$ cat config.mk
export PLATFORM = sky130hd
export DESIGN_NAME = pwm_gen_mc
export DESIGN_NICKNAME = d
export VERILOG_FILES = /design/src/rtl/syn_pwm_pkg.sv /design/src/rtl/pwm_chan_cmp.sv /design/src/rtl/pwm_gen_mc.sv
export SDC_FILE = /design/constraint.sdc
export NUM_CORES = 1
export LEC_CHECK = 0
export BUFFER_PORTS_ARGS = -buffer_cell sky130_fd_sc_hd__buf_2
export CORE_MARGIN = 10
export CORE_UTILIZATION = 65
export CTS_CLUSTER_SIZE = 8
export DETAILED_ROUTE_END_ITERATION = 8
export HOLD_SLACK_MARGIN = 0.1
export MAX_ROUTING_LAYER = met4
export PLACE_DENSITY = 0.95
export SKIP_CTS_REPAIR_TIMING = 1
export SYNTH_ARGS = -nofsm -noshare
export SYNTH_HDL_FRONTEND = slang
export SYNTH_SLANG_ARGS = --single-unit
$ cat constraint.sdc
create_clock -name clk_ir -period 10.62 [get_ports clk_ir]
set_clock_uncertainty 0.1 [all_clocks]
set_input_delay 2.124 -clock clk_ir [delete_from_list [all_inputs] [get_ports clk_ir]]
set_output_delay 2.124 -clock clk_ir [all_outputs]
set_load 0.005 [all_outputs]
$ cat src/rtl/syn_pwm_pkg.sv
// Shared definitions for the multi-channel PWM generator: mode and direction
// encodings, default field width and the duty-slice helper.
package syn_pwm_pkg;

   localparam logic       PWM_MODE_EDGE   = 1'b0;
   localparam logic       PWM_MODE_CENTER = 1'b1;

   localparam logic [0:0] DIR_UP   = 1'b0;
   localparam logic [0:0] DIR_DOWN = 1'b1;

   localparam int         PWM_RES_DEFAULT = 16;

   // LSB of channel ch inside the packed duty vector
   function automatic int duty_lsb(input int ch, input int res);
      return ch * res;
   endfunction

endpackage

$ cat src/rtl/pwm_chan_cmp.sv
// One PWM channel: duty compare and registered pin; with PWM_SOFT_START_EN
// defined, a running duty ramps toward the target once per period.
module pwm_chan_cmp
   import syn_pwm_pkg::*;
#(
   parameter int   P_RES        = PWM_RES_DEFAULT,
   parameter logic P_LED_ON_VAL = 1'b1,
   parameter int   P_RAMP_STEP  = 1
) (
   input  logic             clk_ir,
   input  logic             rst_il,
   input  logic             pwm_en_ih,
   input  logic             period_end_ih,
   input  logic [P_RES-1:0] cntr_id,
   input  logic [P_RES-1:0] duty_act_id,
   input  logic [P_RES-1:0] duty_tgt_id,
   output logic             pin_oh
);

   localparam logic [P_RES-1:0] RAMP_STEP_C = P_RES'(P_RAMP_STEP);

   logic [P_RES-1:0] duty_cmp;
   logic             pin_reg;
   logic             pin_next;
   logic             unused_sig;

`ifdef PWM_SOFT_START_EN
   logic [P_RES-1:0] run_reg;
   logic [P_RES-1:0] run_next;

   // Target is the value active will hold after this clock, so a commit on
   // the same period_end already steers the first ramp step.
   always_comb begin
      run_next = run_reg;
      if (!pwm_en_ih) begin
         run_next = '0;
      end else if (period_end_ih) begin
         if (run_reg < duty_tgt_id) begin
            run_next = ((duty_tgt_id - run_reg) > RAMP_STEP_C) ?
                       (run_reg + RAMP_STEP_C) : duty_tgt_id;
         end else if (run_reg > duty_tgt_id) begin
            run_next = ((run_reg - duty_tgt_id) > RAMP_STEP_C) ?
                       (run_reg - RAMP_STEP_C) : duty_tgt_id;
         end
      end
   end

   always_ff @(posedge clk_ir or negedge rst_il) begin
      if (!rst_il) begin
         run_reg <= '0;
      end else begin
         run_reg <= run_next;
      end
   end

   assign duty_cmp   = run_reg;
   assign unused_sig = ^duty_act_id;
`else
   assign duty_cmp   = duty_act_id;
   assign unused_sig = ^{duty_tgt_id, period_end_ih, RAMP_STEP_C};
`endif

   always_comb begin
      pin_next = ~P_LED_ON_VAL;
      if (pwm_en_ih && (cntr_id < duty_cmp)) begin
         pin_next = P_LED_ON_VAL;
      end
   end

   always_ff @(posedge clk_ir or negedge rst_il) begin
      if (!rst_il) begin
         pin_reg <= ~P_LED_ON_VAL;
      end else begin
         pin_reg <= pin_next;
      end
   end

   assign pin_oh = pin_reg;

endmodule

$ cat src/rtl/pwm_gen_mc.sv
// Multi-channel PWM generator: counter/direction FSM, shadowed duty/period/mode
// with valid/ready load, period-boundary commit. Optional PWM_SOFT_START_EN.
module pwm_gen_mc
   import syn_pwm_pkg::*;
#(
   parameter int   P_NO_CHANNELS    = 16,
   parameter int   P_PWM_RESOLUTION = PWM_RES_DEFAULT,
   parameter logic P_LED_ON_VAL     = 1'b1,
   parameter int   P_RAMP_STEP      = 1
) (
   input  logic                                  clk_ir,
   input  logic                                  rst_il,
   input  logic                                  pwm_en_ih,
   input  logic                                  pwm_load_ih,
   output logic                                  pwm_load_rdy_oh,
   input  logic [P_NO_CHANNELS*P_PWM_RESOLUTION-1:0] pwm_on_vec_id,
   input  logic [P_PWM_RESOLUTION-1:0]           pwm_period_id,
   input  logic                                  pwm_mode_ih,
   output logic                                  pwm_commit_oh,
   output logic                                  pwm_refresh_oh,
   output logic [P_NO_CHANNELS-1:0]              pwm_data_od
);

   localparam int RES = P_PWM_RESOLUTION;
   localparam int VW  = P_NO_CHANNELS * P_PWM_RESOLUTION;

   logic [RES-1:0] cntr_reg,       cntr_next;
   logic [0:0]     dir_reg,        dir_next;
   logic [VW-1:0]  act_vec_reg,    sh_vec_reg;
   logic [RES-1:0] act_period_reg, sh_period_reg;
   logic           act_mode_reg,   sh_mode_reg;
   logic           pending_reg;
   logic           refresh_reg;

   logic           period_end;
   logic           accept;
   logic           commit;
   logic           mode_chg;
   logic [VW-1:0]  duty_tgt_vec;

   always_comb begin
      period_end = (cntr_reg == act_period_reg);
      if (act_mode_reg == PWM_MODE_CENTER) begin
         period_end = (act_period_reg == '0) ||
                      ((dir_reg == DIR_DOWN) && (cntr_reg == '0));
      end
   end

   assign accept   = pwm_load_ih && !pending_reg;
   assign commit   = pending_reg && (period_end || !pwm_en_ih);
   assign mode_chg = commit && (sh_mode_reg != act_mode_reg);

   // Center mode turns at the top without repeating the peak, and the
   // down-count zero doubles as the first clock of the next period.
   always_comb begin
      cntr_next = cntr_reg;
      dir_next  = dir_reg;
      if (!pwm_en_ih || mode_chg) begin
         cntr_next = '0;
         dir_next  = DIR_UP;
      end else if (act_mode_reg == PWM_MODE_EDGE) begin
         cntr_next = period_end ? '0 : (cntr_reg + 1'b1);
         dir_next  = DIR_UP;
      end else if (act_period_reg == '0) begin
         cntr_next = '0;
         dir_next  = DIR_UP;
      end else if (dir_reg == DIR_UP) begin
         if (cntr_reg >= act_period_reg) begin
            cntr_next = act_period_reg - 1'b1;
            dir_next  = DIR_DOWN;
         end else begin
            cntr_next = cntr_reg + 1'b1;
         end
      end else begin
         if (cntr_reg == '0) begin
            cntr_next = {{(RES-1){1'b0}}, 1'b1};
            dir_next  = DIR_UP;
         end else begin
            cntr_next = cntr_reg - 1'b1;
         end
      end
   end

   always_ff @(posedge clk_ir or negedge rst_il) begin
      if (!rst_il) begin
         cntr_reg    <= '0;
         dir_reg     <= DIR_UP;
         refresh_reg <= 1'b0;
      end else begin
         cntr_reg    <= cntr_next;
         dir_reg     <= dir_next;
         refresh_reg <= pwm_en_ih && period_end;
      end
   end

   // Shadow and active register banks; accept and commit are exclusive.
   always_ff @(posedge clk_ir or negedge rst_il) begin
      if (!rst_il) begin
         sh_vec_reg     <= '0;
         sh_period_reg  <= '1;
         sh_mode_reg    <= PWM_MODE_EDGE;
         act_vec_reg    <= '0;
         act_period_reg <= '1;
         act_mode_reg   <= PWM_MODE_EDGE;
         pending_reg    <= 1'b0;
      end else begin
         if (accept) begin
            sh_vec_reg    <= pwm_on_vec_id;
            sh_period_reg <= pwm_period_id;
            sh_mode_reg   <= pwm_mode_ih;
            pending_reg   <= 1'b1;
         end else if (commit) begin
            act_vec_reg    <= sh_vec_reg;
            act_period_reg <= sh_period_reg;
            act_mode_reg   <= sh_mode_reg;
            pending_reg    <= 1'b0;
         end
      end
   end

   assign duty_tgt_vec = commit ? sh_vec_reg : act_vec_reg;

   genvar gi;
   generate
      for (gi = 0; gi < P_NO_CHANNELS; gi = gi + 1) begin : g_chan
         localparam int LSB = duty_lsb(gi, RES);
         pwm_chan_cmp #(
            .P_RES        (RES),
            .P_LED_ON_VAL (P_LED_ON_VAL),
            .P_RAMP_STEP  (P_RAMP_STEP)
         ) u_chan (
            .clk_ir        (clk_ir),
            .rst_il        (rst_il),
            .pwm_en_ih     (pwm_en_ih),
            .period_end_ih (period_end),
            .cntr_id       (cntr_reg),
            .duty_act_id   (act_vec_reg[LSB +: RES]),
            .duty_tgt_id   (duty_tgt_vec[LSB +: RES]),
            .pin_oh        (pwm_data_od[gi])
         );
      end
   endgenerate

   assign pwm_load_rdy_oh = !pending_reg;
   assign pwm_commit_oh   = commit;
   assign pwm_refresh_oh  = refresh_reg;

endmodule
=== After elaboration in Yosys (flattened, before gate mapping) ===
Index checks and enable logic that the tools add are counted.

* Register bits after elaboration: 581
* Bits of input ports: 277
* Output and inout port bits: 19
* Logic and storage cells: 111

* Add/subtract/negate cells: 3
* $lt $le $gt $ge: 17
* Eq/ne operators: 2
* Muxes and demuxes: 32
* Bitwise logic cells: 1
* Reduce and logical (&&, ||, !) cells: 30

{| class="wikitable"
|+ Operators by type and width
! operator !! count
|-
| $lt A16 B16 Y1 || 16
|-
| $mux W16 || 7
|-
| $logic_not A16 Y1 || 2
|-
| $sub A16 B1 Y16 const B || 2
|-
| $mux W1 || 25
|-
| $logic_and A1 B1 Y1 || 21
|-
| $add A16 B1 Y16 const B || 1
|-
| $eq A16 B16 Y1 || 1
|-
| $ge A16 B16 Y1 || 1
|-
| $logic_or A1 B1 Y1 || 3
|-
| $logic_not A1 Y1 || 2
|-
| $reduce_and A2 Y1 || 1
|-
| $reduce_bool A2 Y1 || 1
|-
| $ne A1 B1 Y1 || 1
|-
| $not A1 Y1 || 1
|}

=== Logic depth before layout (Yosys ltp) ===
* Word-level depth: 9
* Depth in mapped cells: 12
* Mapped depth without buffers: 8

=== By module ===
Synthesis repeated with hierarchy kept, for this count alone.

* Cell total of the unflattened synthesis: 2607
* Area total of the unflattened synthesis: 32192.1 µm²

{| class="wikitable"
|+ By module, submodules not included
! module !! instances !! cells an instance !! area an instance (µm²) !! seq. area each (µm²)
|-
| pwm_gen_mc || 1 || 1759 || 25725.9 || 14178.6
|-
| pwm_chan_cmp || 16 || 53 || 404.1 || 25.0
|}

=== Worst setup path after synthesis ===
Ideal clock, no wire load.

* Kind: in2out
* Start: input port pwm_en_ih
* End: output port pwm_commit_oh
* Arrival time: 2.817 ns
* Data required time: 8.396 ns
* Slack: 5.579 ns
* Stages on the path: 5
* Path buffers: 2
* Cell sequence: inv_2 o21ai_2 buf_6 buf_6 inv_1

* Longest elaborated chain between the ends: 3

{| class="wikitable"
|+ RTL lines
! item !! RTL line !! RTL
|-
| from (decl) || pwm_gen_mc.sv:13 || <nowiki>input logic pwm_en_ih,</nowiki>
|-
| $logic_not A1 Y1 || pwm_gen_mc.sv:50 || <nowiki>assign commit = pending_reg && (period_end || !pwm_en_ih);</nowiki>
|-
| $logic_or A1 B1 Y1 || pwm_gen_mc.sv:50 ||
|-
| $logic_and A1 B1 Y1 || pwm_gen_mc.sv:50 ||
|-
| to (decl) || pwm_gen_mc.sv:19 || <nowiki>output logic pwm_commit_oh,</nowiki>
|}

Every way passes these cells.

=== Worst setup path after layout ===
* Start: register cntr_reg[0]
* End: output port pwm_commit_oh

* Longest elaborated chain between the ends: 6
* Elaborated cells on any way between the ends: 7
* Classes of those cells: eq/ne: 1; mux: 1; reduce/logical: 5

{| class="wikitable"
|+ RTL lines
! item !! RTL line !! RTL
|-
| from (decl) || pwm_gen_mc.sv:27 || <nowiki>logic [RES-1:0] cntr_reg, cntr_next;</nowiki>
|-
| from (signal assigned) || pwm_gen_mc.sv:90 || <nowiki>cntr_reg <= cntr_next;</nowiki>
|-
| $logic_not A16 Y1 || pwm_gen_mc.sv:45 || <nowiki>((dir_reg == DIR_DOWN) && (cntr_reg == '0));</nowiki>
|-
| $logic_and A1 B1 Y1 || pwm_gen_mc.sv:45 ||
|-
| $logic_or A1 B1 Y1 || pwm_gen_mc.sv:44 || <nowiki>period_end = (act_period_reg == '0) ||</nowiki>
|-
| $mux W1 (*) || pwm_gen_mc.sv:43 || <nowiki>if (act_mode_reg == PWM_MODE_CENTER) begin</nowiki>
|-
| $logic_or A1 B1 Y1 (*) || pwm_gen_mc.sv:50 ||
|-
| $logic_and A1 B1 Y1 (*) || pwm_gen_mc.sv:50 ||
|}

Mark *: on every way between the ends. The rest lies on a longest branch, timed or not.

==> out/metrics.csv <==
stage;metric;value;unit
drt;Final ANT Viol Nets;0;
synth;Avg Inst Size Synth;13.23;um^2
critical_path;crit path max fanout;20;
floorplan;Die ar.;55140;um^2
critical_path;WS Path Type;reg -> out;
clock_tree;Max Buffers Root-to-Sink;3;
synth;Synth Area in Adders;10.80;%
sta;Slew Viols, Final;0;
placed_design;input/output buffers;295;
synth;mux share of post-synthesis cell area;23.80;%
floorplan;Die Y-Extent;234.8;um
cells_and_area;ratio of cells with drive above 1 in the final layout;38.40;%
clock_tree;Root Buffer;clkbuf_16;
sta;# setup viols final;0;
critical_path;Worst EP required;8.40;ns
drt;via count;19510;
floorplan;core area;45480;um^2
critical_path;CP arrival;3.66;ns
min_path;hold endpoint;act_vec_reg[38]$_DFFE_PN0P_;
clock_tree;Clock Latency Late Sink;0.62;ns
placed_design;post-DP HPWL;50520;um
synth;Yosys cell types;57;
drt;Vias/cell;6.128;
drt;DRT Wirelength;78710;um
synth;syn nets;2803;
sta;slew of the pin with the lowest slew margin;1.248;ns
synth;largest family of logic cells by synthesized area;multiplexers;
synth;Synth Warn #;0;
min_path;worst hold start;sh_vec_reg[38]$_DFFE_PN0P_;
drt;DR DRC count;0;
critical_path;FF-to-FF End;act_vec_reg[54]$_DFFE_PN0P_;
min_path;hold depth;1;
global_route;largest net degree at the start of global routing;191;
synth;Top FF cell, synth;dfrtp_1;
global_route;grt ovf;0;
synth;simple-gate area share of the yosys netlist;3.687;%
sta;minimum clock period after layout;5.883;ns
clock_tree;H-tree depth;3;
floorplan;Die X;234.8;um
sta;final cycle utilization of the critical path;55.40;%
synth;cells after synthesis;2267;
cells_and_area;Synth-to-Final Area Change;13.25;%
pwr;Worst IR Drop VDD;0.0002753;V
synth;post-synthesis async set-or-reset flop share;100.0;%
synth;number of enable flip-flop cells after synthesis;0;
synth;Yosys reg bits;581;
floorplan;Initial Utilization;65.96;%
clock_tree;CTS Buf Count;82;
synth;Post-Synth XOR/XNOR Area;1.109;%
global_route;Total Routing Usage GR;29.02;%
flow_run;max cap viols;0;
pwr;Leakage;17.69;nW
sta;RSZ-0062 raised after global routing;no;
critical_path;startpoint types;register;
clock_tree;Worst-path clk slew;0.05;ns
critical_path;flop-to-flop setup slack;5.12;ns
global_route;initial antenna violation count;1;
sta;Rel. slew slack;16.83;%
synth;post-synthesis sequential area ratio;48.60;%
clock_tree;clk sinks;581;
min_path;Hold Crit Class;reg -> reg;
floorplan;Cell Rows;78;
drt;drt initial violations;1535;
critical_path;CP endpoint kind;primary output;
synth;post-synthesis compound-gate area fraction;6.490;%
outcome;outcome;finished, final reports clean;
critical_path;worst r2r path cells;10;
cells_and_area;utilization after layout;74.70;%
cells_and_area;Layout Nets;3098;
sta;max frequency;170.0;MHz
drt;WL/cell;24.72;um
sta;Total Negative Setup Slacks;0;ns
placed_design;gp weighted congestion;0.9149;
pwr;pwr dens;305.1;nW/um^2
global_route;first-pass GRT wire length;123200;um
clock_tree;CTS tree;built;
sta;Hold Vio Cnt, Final;0;
global_route;vias in the first global route;21630;
synth;synthesized area;30000;um^2
drt;Initial DRT Pass Iterations;7;
floorplan;Ports;296;
critical_path;origin of the critical flop-to-flop path;cntr_reg[0]$_DFF_PN0_;
==> routing by layer <==
metal  vias up  GRT usage (%)  wire length [um]
li1       8556              -                 -
met1      9848          35.17             32050
met2       840          46.52             38280
met3       268          4.990              4720
met4         0          14.31              3651
met5         -              -                 0
==> worst max-delay path, stage by stage (launching register included) <==
cell      delay, ns
dfrtp_1        0.42
clkinv_1       0.78
ha_1           0.66
nand4_1        0.11
nor4_1         0.52
o22a_1         0.29
o21ai_4        0.08
inv_1          0.07
buf_2          0.11
==> power by group <==
part,internal (W),switching (W)
Sequential,0.00338,0.000879
Combinational,0.00221,0.00154
Clock,0.00143,0.000929
==> worst max path at each step <==
stage                          startpoint                     endpoint  slack (ns)  depth (start not counted)
floorplan                       pwm_en_ih                pwm_commit_oh        5.58                          5
global placement                pwm_en_ih  act_vec_reg[50]$_DFFE_PN0P_        5.38                          6
detailed placement              pwm_en_ih  act_vec_reg[55]$_DFFE_PN0P_        5.27                          6
CTS                 cntr_reg[0]$_DFF_PN0_                pwm_commit_oh        4.68                          8
global route        cntr_reg[0]$_DFF_PN0_                pwm_commit_oh        4.53                          8
finish              cntr_reg[0]$_DFF_PN0_                pwm_commit_oh        4.74                          8
==> layout make-up <==
cell class,instances,area [um^2]
Antenna cell,1,2.502
Multi-Input combinational cell,1324,13780
Fill cell,2668,11510
Timing Repair Buffer,305,1612
Sequential cell,581,14600
Clock buffer,103,2205
Inverter,268,1006
Clock inverter,2,17.52
Tap cell,600,750.7
==> cell usage after synthesis, types with 3 or more instances <==
master,count,area (um^2)
nor3_1,26,130.1
a211o_1,17,148.9
a31oi_1,6,37.54
and3_1,35,219.0
or4_1,6,45.04
nand3_1,29,145.1
nor2b_1,19,118.9
o2111ai_1,16,140.1
a21boi_0,17,127.6
xnor2_1,24,210.2
a21o_1,65,488.0
nor4_1,9,56.30
dfstp_2,32,840.8
a2111oi_0,17,148.9
nor2_1,27,101.4
o21ai_0,8,40.04
or3_1,5,31.28
mux2_2,298,3356
xor2_1,14,122.6
o211ai_1,16,120.1
a21oi_1,53,265.3
mux2_4,248,3724
clkbuf_1,42,157.7
buf_6,30,337.8
ha_1,259,3241
mux2i_1,6,60.06
dfrtp_1,549,13740
buf_2,4,20.02
inv_1,266,998.5
nand4_1,12,75.07
nand2b_1,3,18.77
o21a_1,17,127.6
nand2_1,25,93.84
buf_4,17,127.6
o22ai_1,7,43.79
a211oi_1,18,135.1
a221o_1,3,30.03
==> cells in the final DEF (no fill, tap or decap), drive strengths merged, types with 17 or more instances in the layout <==
cell     count
clkbuf     103
o21a        17
dfstp       32
dfrtp      549
nand2       25
buf        305
a2111oi     17
nor3        27
nand3       29
a211o       17
nor2        27
a211oi      18
a21o        65
mux2       546
ha         259
a21oi       53
inv        269
a21boi      17
nor2b       19
and3        35
xnor2       24
==> metrics by stage <==
step	worst slack, ns	std cells	hold slack (ns)	instance area, um^2	power, W
floorplan	5.579	2267	0.3737	30000	0.006897
global placement	5.378	3078	0.3851	31750	0.007537
detailed placement	5.270	3078	0.3885	31750	0.007855
CTS	4.683	3183	0.4029	33970	0.01035
global route	4.529	3184	0.4136	33970	0.01088
finish	4.737	3184	0.3935	33970	0.01036
==> kinds of logic after synthesis <==
family | Yosys count
adder cells (fa/ha/maj) | 259
multiplexers | 552
flip-flops | 581
XOR/XNOR | 38
AND/OR/NAND/NOR | 204
buffers and inverters | 362
AO/OA/AOI/OAI | 271
Note: power is estimated with default switching activity, not from simulation.
